<file path="config.mk">
export PLATFORM = sky130hd
export DESIGN_NAME = aura_mem_ctrl_flat
export DESIGN_NICKNAME = d
export VERILOG_FILES = /design/src/rtl/aura_mem_ctrl_pkg.sv /design/src/rtl/aura_mem_ctrl_if.sv /design/src/rtl/aura_rob.sv /design/src/rtl/aura_mem_ctrl.sv /design/src/flat_wrapper.sv
export SDC_FILE = /design/constraint.sdc
export NUM_CORES = 2
export LEC_CHECK = 0
export BUFFER_PORTS_ARGS = -buffer_cell sky130_fd_sc_hd__buf_4
export CAP_MARGIN = 30
export CORE_MARGIN = 4
export CORE_UTILIZATION = 43
export DETAILED_ROUTE_END_ITERATION = 12
export GPL_TIMING_DRIVEN = 0
export PLACE_DENSITY = 0.76
export SYNTH_ARGS = -nofsm -noshare
export SYNTH_HDL_FRONTEND = slang
export SYNTH_SLANG_ARGS = --single-unit
</file>
<file path="constraint.sdc">
create_clock -name clock -period 20.3 [get_ports clock]
set_input_delay 2.03 -clock clock [delete_from_list [all_inputs] [get_ports clock]]
set_output_delay 2.03 -clock clock [all_outputs]
set_load 0.02 [all_outputs]
</file>
<file path="src/rtl/aura_mem_ctrl_pkg.sv">
// Shared types for the AURA memory front-end: memory port types, ROB/tag-table
// entries and the read-stream FSM states.
package aura_mem_ctrl_pkg;

    typedef logic [31:0] ADDR;
    typedef logic [63:0] MEM_BLOCK;
    typedef logic [3:0]  MEM_TAG;

    typedef enum logic [1:0] {
        MEM_NONE  = 2'h0,
        MEM_LOAD  = 2'h1,
        MEM_STORE = 2'h2
    } MEM_COMMAND;

    localparam int unsigned LINE_BYTES = 8;

    // Slot index width covers ROB depths up to 8 entries.
    localparam int unsigned SLOT_W = 3;
    typedef logic [SLOT_W-1:0] slot_t;
    typedef logic [SLOT_W:0]   cnt_t;

    typedef struct packed {
        logic     filled;
        MEM_BLOCK data;
    } ROB_ENTRY;

    typedef struct packed {
        logic  valid;
        slot_t slot;
    } TAG_MAP;

    typedef enum logic [1:0] {
        StIdle,
        StIssue,
        StDrain
    } rd_state_e;

endpackage

</file>
<file path="src/rtl/aura_mem_ctrl_if.sv">
// Bundle of read-stream, store and memory-port signals around aura_mem_ctrl.
// slave = controller view, master = datapath/memory environment view.
interface aura_mem_ctrl_if #(
    parameter int unsigned LEN_W = 10
);
    import aura_mem_ctrl_pkg::*;

    logic             rd_start;
    ADDR              rd_base;
    logic [LEN_W-1:0] rd_lines;
    logic             rd_busy;
    logic             rd_data_valid;
    MEM_BLOCK         rd_data;
    logic             rd_data_last;
    logic             rd_data_ready;
    logic             wr_valid;
    ADDR              wr_addr;
    MEM_BLOCK         wr_data;
    logic             wr_ready;
    MEM_COMMAND       proc2mem_command;
    ADDR              proc2mem_addr;
    MEM_BLOCK         proc2mem_data;
    MEM_TAG           mem2proc_transaction_tag;
    MEM_BLOCK         mem2proc_data;
    MEM_TAG           mem2proc_data_tag;
    logic             err_tag;

    modport slave (
        input  rd_start, rd_base, rd_lines, rd_data_ready,
        input  wr_valid, wr_addr, wr_data,
        input  mem2proc_transaction_tag, mem2proc_data, mem2proc_data_tag,
        output rd_busy, rd_data_valid, rd_data, rd_data_last, wr_ready,
        output proc2mem_command, proc2mem_addr, proc2mem_data, err_tag
    );

    modport master (
        output rd_start, rd_base, rd_lines, rd_data_ready,
        output wr_valid, wr_addr, wr_data,
        output mem2proc_transaction_tag, mem2proc_data, mem2proc_data_tag,
        input  rd_busy, rd_data_valid, rd_data, rd_data_last, wr_ready,
        input  proc2mem_command, proc2mem_addr, proc2mem_data, err_tag
    );

endinterface

</file>
<file path="src/rtl/aura_rob.sv">
// Reorder buffer: slots are allocated in order at load acceptance, filled out of
// order through the tag table, and drained in order from the head.
module aura_rob
    import aura_mem_ctrl_pkg::*;
#(
    parameter int unsigned ROB_DEPTH = 8
) (
    input  logic     clock,
    input  logic     reset,
    input  logic     alloc,
    input  MEM_TAG   alloc_tag,
    input  MEM_TAG   ret_tag,
    input  MEM_BLOCK ret_data,
    input  logic     pop,
    output logic     head_filled,
    output MEM_BLOCK head_data,
    output logic     has_space,
    output logic     err_tag
);

    ROB_ENTRY rob_q [ROB_DEPTH];
    ROB_ENTRY rob_d [ROB_DEPTH];
    TAG_MAP   tag_q [16];
    TAG_MAP   tag_d [16];
    slot_t    head_q, head_d, tail_q, tail_d;
    cnt_t     count_q, count_d;
    logic     err_q, err_d;

    function automatic slot_t bump(input slot_t s);
        return (s == slot_t'(ROB_DEPTH - 1)) ? '0 : s + 1'b1;
    endfunction

    assign head_filled = rob_q[head_q].filled;
    assign head_data   = rob_q[head_q].data;
    // Uses the registered count, so a slot freed this cycle is reusable next cycle.
    assign has_space   = count_q < cnt_t'(ROB_DEPTH);
    assign err_tag     = err_q;

    // Next state: return fill, head pop and tail allocation in one cycle.
    always_comb begin
        rob_d   = rob_q;
        tag_d   = tag_q;
        head_d  = head_q;
        tail_d  = tail_q;
        count_d = count_q;
        err_d   = err_q;
        if (ret_tag != '0) begin
            if (tag_q[ret_tag].valid) begin
                rob_d[tag_q[ret_tag].slot] = '{filled: 1'b1, data: ret_data};
                tag_d[ret_tag]             = '0;
            end else begin
                err_d = 1'b1;
            end
        end
        if (pop) begin
            rob_d[head_q].filled = 1'b0;
            head_d               = bump(head_q);
        end
        // Allocation after the clear so a tag returned and reissued this cycle stays mapped.
        if (alloc) begin
            tag_d[alloc_tag] = '{valid: 1'b1, slot: tail_q};
            tail_d           = bump(tail_q);
        end
        case ({alloc, pop})
            2'b10:   count_d = count_q + 1'b1;
            2'b01:   count_d = count_q - 1'b1;
            default: count_d = count_q;
        endcase
    end

    // State registers.
    always_ff @(posedge clock or posedge reset) begin
        if (reset) begin
            rob_q   <= '{default: '0};
            tag_q   <= '{default: '0};
            head_q  <= '0;
            tail_q  <= '0;
            count_q <= '0;
            err_q   <= 1'b0;
        end else begin
            rob_q   <= rob_d;
            tag_q   <= tag_d;
            head_q  <= head_d;
            tail_q  <= tail_d;
            count_q <= count_d;
            err_q   <= err_d;
        end
    end

endmodule

</file>
<file path="src/rtl/aura_mem_ctrl.sv">
// AURA memory front-end: read-stream issue FSM, store/load arbitration onto the
// single memory port, and in-order delivery through aura_rob.
module aura_mem_ctrl
    import aura_mem_ctrl_pkg::*;
#(
    parameter int unsigned ROB_DEPTH = 8,
    parameter int unsigned LEN_W     = 10
) (
    input logic            clock,
    input logic            reset,
    aura_mem_ctrl_if.slave bus
);

    rd_state_e        state_q, state_d;
    ADDR              next_addr_q, next_addr_d;
    logic [LEN_W-1:0] remaining_q, remaining_d;
    logic [LEN_W-1:0] out_left_q, out_left_d;
    logic             prio_store_q, prio_store_d;
    logic             hold_q, hold_d, hold_store_q, hold_store_d;

    logic     load_req, store_req, grant_load, grant_store;
    logic     tag_ok, accepted, load_acc, pop;
    logic     has_space, head_filled;
    MEM_BLOCK head_data;

    assign load_req  = (state_q == StIssue) && has_space;
    assign store_req = bus.wr_valid;
    assign tag_ok    = bus.mem2proc_transaction_tag != '0;
    assign accepted  = (grant_store || grant_load) && tag_ok;
    assign load_acc  = grant_load && tag_ok;
    assign pop       = head_filled && bus.rd_data_ready;

    assign bus.wr_ready      = grant_store && tag_ok;
    assign bus.rd_busy       = state_q != StIdle;
    assign bus.rd_data_valid = head_filled;
    assign bus.rd_data       = head_data;
    assign bus.rd_data_last  = head_filled && (out_left_q == LEN_W'(1));

    // Arbitration: a rejected request keeps its grant so it is re-presented unchanged.
    always_comb begin
        grant_store = store_req && (!load_req || (hold_q ? hold_store_q : prio_store_q));
        grant_load  = load_req && !grant_store;
        bus.proc2mem_command = MEM_NONE;
        bus.proc2mem_addr    = '0;
        bus.proc2mem_data    = '0;
        if (grant_store) begin
            bus.proc2mem_command = MEM_STORE;
            bus.proc2mem_addr    = bus.wr_addr;
            bus.proc2mem_data    = bus.wr_data;
        end else if (grant_load) begin
            bus.proc2mem_command = MEM_LOAD;
            bus.proc2mem_addr    = next_addr_q;
        end
        prio_store_d = accepted ? grant_load : prio_store_q;
        hold_d       = (grant_store || grant_load) && !tag_ok;
        hold_store_d = grant_store;
    end

    // Read FSM next state and stream counters.
    always_comb begin
        state_d     = state_q;
        next_addr_d = next_addr_q;
        remaining_d = remaining_q;
        out_left_d  = pop ? out_left_q - 1'b1 : out_left_q;
        case (state_q)
            StIdle: begin
                if (bus.rd_start && bus.rd_lines != '0) begin
                    next_addr_d = bus.rd_base;
                    remaining_d = bus.rd_lines;
                    out_left_d  = bus.rd_lines;
                    state_d     = StIssue;
                end
            end
            StIssue: begin
                if (load_acc) begin
                    next_addr_d = next_addr_q + ADDR'(LINE_BYTES);
                    remaining_d = remaining_q - 1'b1;
                    if (remaining_q == LEN_W'(1)) state_d = StDrain;
                end
            end
            StDrain: begin
                // Final handoff empties the ROB: every line has been issued by now.
                if (pop && out_left_q == LEN_W'(1)) state_d = StIdle;
            end
            default: state_d = StIdle;
        endcase
    end

    // State registers.
    always_ff @(posedge clock or posedge reset) begin
        if (reset) begin
            state_q      <= StIdle;
            next_addr_q  <= '0;
            remaining_q  <= '0;
            out_left_q   <= '0;
            prio_store_q <= 1'b1;
            hold_q       <= 1'b0;
            hold_store_q <= 1'b0;
        end else begin
            state_q      <= state_d;
            next_addr_q  <= next_addr_d;
            remaining_q  <= remaining_d;
            out_left_q   <= out_left_d;
            prio_store_q <= prio_store_d;
            hold_q       <= hold_d;
            hold_store_q <= hold_store_d;
        end
    end

    aura_rob #(
        .ROB_DEPTH (ROB_DEPTH)
    ) u_rob (
        .clock       (clock),
        .reset       (reset),
        .alloc       (load_acc),
        .alloc_tag   (bus.mem2proc_transaction_tag),
        .ret_tag     (bus.mem2proc_data_tag),
        .ret_data    (bus.mem2proc_data),
        .pop         (pop),
        .head_filled (head_filled),
        .head_data   (head_data),
        .has_space   (has_space),
        .err_tag     (bus.err_tag)
    );

endmodule

</file>
<file path="src/flat_wrapper.sv">
// flat-port wrapper written by rule: the top's interface ports become plain ports
module aura_mem_ctrl_flat import aura_mem_ctrl_pkg::*;
#(
    parameter int unsigned ROB_DEPTH = 8,
    parameter int unsigned LEN_W     = 10
)
  (clock, reset, bus_rd_start, bus_rd_base, bus_rd_lines, bus_rd_data_ready, bus_wr_valid, bus_wr_addr, bus_wr_data, bus_mem2proc_transaction_tag, bus_mem2proc_data, bus_mem2proc_data_tag, bus_rd_busy, bus_rd_data_valid, bus_rd_data, bus_rd_data_last, bus_wr_ready, bus_proc2mem_command, bus_proc2mem_addr, bus_proc2mem_data, bus_err_tag);
  aura_mem_ctrl_if #(.LEN_W(LEN_W)) bus_i ();
  input logic clock;
  input logic reset;
  input wire logic [$bits(bus_i.rd_start)-1:0] bus_rd_start;
  input wire logic [$bits(bus_i.rd_base)-1:0] bus_rd_base;
  input wire logic [$bits(bus_i.rd_lines)-1:0] bus_rd_lines;
  input wire logic [$bits(bus_i.rd_data_ready)-1:0] bus_rd_data_ready;
  input wire logic [$bits(bus_i.wr_valid)-1:0] bus_wr_valid;
  input wire logic [$bits(bus_i.wr_addr)-1:0] bus_wr_addr;
  input wire logic [$bits(bus_i.wr_data)-1:0] bus_wr_data;
  input wire logic [$bits(bus_i.mem2proc_transaction_tag)-1:0] bus_mem2proc_transaction_tag;
  input wire logic [$bits(bus_i.mem2proc_data)-1:0] bus_mem2proc_data;
  input wire logic [$bits(bus_i.mem2proc_data_tag)-1:0] bus_mem2proc_data_tag;
  output wire logic [$bits(bus_i.rd_busy)-1:0] bus_rd_busy;
  output wire logic [$bits(bus_i.rd_data_valid)-1:0] bus_rd_data_valid;
  output wire logic [$bits(bus_i.rd_data)-1:0] bus_rd_data;
  output wire logic [$bits(bus_i.rd_data_last)-1:0] bus_rd_data_last;
  output wire logic [$bits(bus_i.wr_ready)-1:0] bus_wr_ready;
  output wire logic [$bits(bus_i.proc2mem_command)-1:0] bus_proc2mem_command;
  output wire logic [$bits(bus_i.proc2mem_addr)-1:0] bus_proc2mem_addr;
  output wire logic [$bits(bus_i.proc2mem_data)-1:0] bus_proc2mem_data;
  output wire logic [$bits(bus_i.err_tag)-1:0] bus_err_tag;
  assign bus_i.rd_start = bus_rd_start;
  assign bus_i.rd_base = bus_rd_base;
  assign bus_i.rd_lines = bus_rd_lines;
  assign bus_i.rd_data_ready = bus_rd_data_ready;
  assign bus_i.wr_valid = bus_wr_valid;
  assign bus_i.wr_addr = bus_wr_addr;
  assign bus_i.wr_data = bus_wr_data;
  assign bus_i.mem2proc_transaction_tag = bus_mem2proc_transaction_tag;
  assign bus_i.mem2proc_data = bus_mem2proc_data;
  assign bus_i.mem2proc_data_tag = bus_mem2proc_data_tag;
  assign bus_rd_busy = bus_i.rd_busy;
  assign bus_rd_data_valid = bus_i.rd_data_valid;
  assign bus_rd_data = bus_i.rd_data;
  assign bus_rd_data_last = bus_i.rd_data_last;
  assign bus_wr_ready = bus_i.wr_ready;
  assign bus_proc2mem_command = bus_i.proc2mem_command;
  assign bus_proc2mem_addr = bus_i.proc2mem_addr;
  assign bus_proc2mem_data = bus_i.proc2mem_data;
  assign bus_err_tag = bus_i.err_tag;
  aura_mem_ctrl #(.ROB_DEPTH(ROB_DEPTH), .LEN_W(LEN_W)) u_core (.clock(clock), .reset(reset), .bus(bus_i));
endmodule
</file>
### After elaboration in Yosys (flattened, before gate mapping)

Index checks and enable logic that the tools add are counted.

| storage, ports and cells | value |
|---|---|
| flip-flop bits (word level) | 652 |
| bits in latches | 0 |
| RAM bits | 0 |
| bits in read-only memories | 0 |
| bits of input ports | 215 |
| output and inout bits | 167 |
| word-level logic and storage cells | 170 |
| memories | 0 |

| cells by class | value |
|---|---|
| $add $sub $neg | 7 |
| $mul | 0 |
| divide/modulo/power cells | 0 |
| $lt $le $gt $ge | 9 |
| equality and inequality tests | 12 |
| shift-type cells | 0 |
| multiplexer cells | 46 |
| bitwise gates (word level) | 7 |
| reduce and logical (&&, ||, !) cells | 30 |

Operator list:

| kind | count |
|---|---|
| $mux 520 | 3 |
| $bwmux 520 | 2 |
| $demux 65 s3 | 2 |
| $mux 65 | 4 |
| $mux 64 | 4 |
| $bmux 65 s3 | 1 |
| $mux 32 | 4 |
| $and 64x64->64 | 1 |
| $bwmux 64 | 1 |
| $not 64->64 | 1 |
| $pmux 32 s2 | 1 |
| $mux 10 | 5 |
| $add 32x4->32 const B | 1 |
| $demux 4 s4 | 2 |
| $eq 10x1->1 const B | 2 |
| $pmux 10 s2 | 1 |
| $sub 10x1->10 const B | 2 |
| $bmux 4 s4 | 1 |
| $mux 4 | 4 |
| $logic_and 1x1->1 | 15 |
| $ge 5x5->1 const B | 2 |
| $lt 5x1->1 const B | 2 |
| $mux 2 | 5 |
| $not 4->5 | 2 |
| other kinds (26) | 43 |

### Longest topological paths before layout

| depth | value |
|---|---|
| depth in word-level cells | 14 |
| gate-level depth with buffers | 12 |
| gate-level depth less buffers | 11 |

### Hierarchy

A second synthesis with hierarchy kept.

| unflattened totals | value |
|---|---|
| cell total of the unflattened synthesis | 2,330 |
| area total of the unflattened synthesis | 32,125.8 um2 |

By module, submodules not included:

| module | instances | cells each | area an instance (um2) | seq. area each (um2) |
|---|---|---|---|---|
| aura_rob | 1 | 1,743 | 27,621.5 | 14,889.3 |
| aura_mem_ctrl | 1 | 587 | 4,504.3 | 1,427.6 |

### Worst setup path after synthesis

Ideal clock, no wire load.

| timing path | value |
|---|---|
| path kind | input to output |
| from | input port bus_wr_valid |
| to | output port bus_proc2mem_addr[10] |
| arrival | 3.587 ns |
| data required time | 18.270 ns |
| slack | 14.683 ns |
| stages | 6 |
| buffers on the path | 2 |
| path through | inv_1 -> o21ai_1 -> clkbuf_1 -> clkinv_1 -> clkbuf_1 -> a22o_1 |

| on the way | value |
|---|---|
| word-level cells in the longest chain between the ends | 5 |

RTL lines:

| what | RTL line | text |
|---|---|---|
| start, declared | flat_wrapper.sv:15 | `input wire logic [$bits(bus_i.wr_valid)-1:0] bus_wr_valid;` |
| $logic_and 1x1->1 (*) | aura_mem_ctrl.sv:41 | `grant_store = store_req && (!load_req \|\| (hold_q ? hold_store_q : prio_store_q));` |
| $logic_not 1->1 | aura_mem_ctrl.sv:42 | `grant_load = load_req && !grant_store;` |
| $logic_and 1x1->1 | aura_mem_ctrl.sv:42 |  |
| $mux 32 | aura_mem_ctrl.sv:50 | `end else if (grant_load) begin` |
| $mux 32 (*) | aura_mem_ctrl.sv:46 | `if (grant_store) begin` |
| end, declared | flat_wrapper.sv:27 | `output wire logic [$bits(bus_i.proc2mem_addr)-1:0] bus_proc2mem_addr;` |

Every way passes the cells marked *; elsewhere a longest branch is shown, timed or not.

### Worst setup path in the final report

| timing path | value |
|---|---|
| from | input port bus_wr_valid |
| to | output port bus_proc2mem_addr[23] |

The elaborated chain is that of the path after synthesis.

==> impl_results.md <==
* Status: finished, final reports clean
* Compound-Gate Fraction of Synth Area at between 10% and 20%
* Setup slack after layout at roughly 14 ns
* Crit path DAT at 4.13 ns
* Max-cap violation count at 0
* Sequential area share after synthesis at 54.1%
* Core box area at 69100 µm²
* Post-synthesis simple-gate area fraction at under 10%
* R2R setup slack at ~17 ns
* RR Endpoint: u_core.u_rob.count_q[2]
* Gr usage total at roughly a quarter
* Port Buffers at about 380
* Critical Path Fanout Max at 10
* # resized after CTS at 0
* Root Buffer: clkbuf_16
* Commonest cells after routing, fill and taps aside: 651 x dfrtp_1, 392 x buf_4, 297 x mux2_2
* Sequential power share at between 30% and 40%
* RSZ-0062 raised after global routing: false
* First-pass GRT wire length at around 150000 µm
* Final slew viol count at 0
* CP top delay family: buffers and inverters
* Hpwl dp at a little under 70000 µm
* Final Core Density at between 50% and 60%
* Kind of critical path: in2out
* IO Count at around 380
* Hold endpoint: u_core.u_rob.tag_q[62]
* Commonest non-fill, non-tap cell in the layout: dfrtp_1
* Die Outline Area at between 70000 and 80000 µm²
* Max Freq at 0.162 GHz
* PD cells at around 160 nW/µm²
* #FFs+latches synth at between 600 and 700
* CTS tree: yes
* Initial Util at 43.7%
* Post-CTS setup buffers at 0
* Synth Flop Type: dfrtp_1
* Drt wl/cell at 25.6 µm
* Layout Nets at 3119
* Xor/xnor cell area share of the yosys netlist at less than 1%
* CP max stage delay at ~0.4 ns
* Adder-Cell Fraction of Synth Area at less than 1%
* Period minus WS final at between 6 and 7 ns
* Initial DRC count at around 2300
* Post-CTS Hold Buffers at 0
* H-tree depth reported by CTS at 3
* CP startpoint kind: input pin
* Initial antenna violation count at 7
* Post-route DRC at 0
* Post-synthesis mux area share at 20.8%
* Vias at between 20000 and 25000
* Peak supply drop at 95.8 µV
* Hold Crit Depth at 1
* Post-synthesis cell count at 2407
* Actual slew at the worst max-slew pin at 1.09 ns
* Slew Limit Headroom at a little over a quarter
* Setup violations, final at 0
* Place WS at 14.16 ns
* Worst-path cell with the longest stage delay: clkinv_1
* CP Cell Sequence: buf_4 > inv_1 > o21ai_1 > clkbuf_1 > clkinv_1 > clkbuf_1 > a22o_1 > buf_4
* Leakage Power at around 17 nW
* Fin crit share at 30.3%
* Reg2reg start: u_core.u_rob.head_q[1]
* Clk pwr share at 21.3%
* # clock sinks at ~650
* Clock-pin slew on the worst setup and hold paths at 0.06 ns
* Internal power consumption at 3.66 mW
* Post-DR vias/cell at approximately 6
* Worst-Skew Late Latency at approximately 0.6 ns
* Ys Warns at 0
* Hold WC Path Type: reg2reg
* Clk_skew at approximately 0.029 ns
* WP buf/inv at 6
* HP Start: u_core.u_rob.tag_q[62]
* Worst setup EP type: output port
* Layout Area Growth over Synthesis at 22.4%
* Number of flops mapped to enable cells by yosys at 0
* Die Y at 273 µm
* Synth Cell Area at about 30000 µm²
* Pwr Total at ~5.9 mW
* GR Overflow Total at 0
* Synth unique cells at 71
* Setup_tns at 0 ns
* Reg2reg path depth at 12
* Combinational power share at 41.1%
* Ys async rst share at 100%
* Final Non-Filler Cells at between 3000 and 4000
* Layout cell share with drive strength beyond 1 at a little under a third
* Vias in the first global route at ~24000
* Gpl congestion at ~0.96
* WP data required at 18.27 ns
* CTS Buffer Depth at 3
* CTS Buf Count at 68
* P_sw at 2.27 mW
* TritonRoute pass-1 iters at 7
* Placed insts at 3750
* Final hold viol count at 0
* Routed WL at 99100 µm
* Main combinational cell family by area after synthesis: multiplexers
* Largest net degree at the start of global routing at between 100 and 150
* Num rows at 96
* Sw Ratio at roughly two fifths
* Mapped Nets at 2634
* Die Wd at 273 µm
* Routed Antenna Nets at 0
* Avg Inst Size Synth at 12.5 µm²
logic make-up after synthesis:
family,count (synthesis)
flops,652
simple gates,450
xor+xnor,18
buf+inv,220
mux,541
compound gates,514
fa+ha+maj,12
Yosys cell counts (all sizes together), types with 3 or more instances:
cell type	count	area, µm²
nor2	31	116
and2	69	432
a21o	11	82.6
a31oi	20	125
o22ai	13	81.3
mux2i	5	50.1
dfrtp	651	16300
nor4	11	68.8
a22oi	263	1970
o32ai	3	26.3
nand4	78	488
o21ai	44	220
nand3	41	205
nor3	25	125
a21oi	42	210
nand2	125	469
o31ai	22	170
mux4	17	383
or3	12	75.1
clkbuf	105	394
a2bb2oi	10	87.6
o211ai	5	37.5
a22o	37	324
a211oi	12	110
clkinv	3	11.3
o2bb2ai	6	52.6
mux2	519	5840
nor3b	4	30.0
ha	12	150
or4	9	67.6
xor2	14	123
buf	77	594
nand2b	7	43.8
xnor2	4	35.0
inv	35	131
o21bai	5	37.5
nor4b	6	52.6
nor2b	7	43.8
and3	9	56.3
or2	6	37.5
routing by layer:
layer,GRT usage [%],routed length (µm),vias to the layer above
met1,32.6,38200,11718
met5,0,47,-
li1,-,-,10018
met4,9.69,4000,8
met2,43.0,47400,1197
met3,7.30,9480,209
power by group through the flow:
stage          sequential [mW]  clock, mW  combinational (mW)
2_1_floorplan             2.13          0                1.48
3_3_place_gp              2.21          0                2.32
3_5_place_dp              2.23          0                2.42
4_1_cts                   2.21       1.27                2.43
5_1_grt                   2.29       1.32                2.60
6_report                  2.23       1.26                2.44
worst max path at each step:
stage,startpoint,endpoint,slack (ns),depth (start not counted)
final,bus_wr_valid,bus_proc2mem_addr[23],14.14,8
after detailed placement,bus_wr_valid,bus_proc2mem_addr[4],14.16,8
after global placement,reset,asynchronous set/reset pin,-6.91,2
after global routing,bus_wr_valid,bus_proc2mem_addr[19],13.92,8
after floorplan,reset,asynchronous set/reset pin,0.002,1
after CTS,bus_wr_valid,bus_proc2mem_addr[4],14.16,8
per-stage QoR:
step / instance area, µm² / hold WS [ns]
2_1_floorplan: 30200 / 0.425
3_3_place_gp: 34200 / 0.438
3_5_place_dp: 34700 / 0.449
4_1_cts: 36900 / 0.464
5_1_grt: 36900 / 0.489
6_report: 36900 / 0.462
final cells by class:
| cell class | count | area, µm² |
|---|---|---|
| fill | 5806 | 32100 |
| antenna | 3 | 7.51 |
| sequential | 652 | 16300 |
| clock buffer | 96 | 1890 |
| inverter | 38 | 150 |
| buffer | 182 | 988 |
| multi-input combinational | 1535 | 12700 |
| clock inverter | 25 | 332 |
| tap | 931 | 1160 |
| timing repair buffer | 415 | 3360 |
Note: power is estimated with default switching activity, not from simulation.
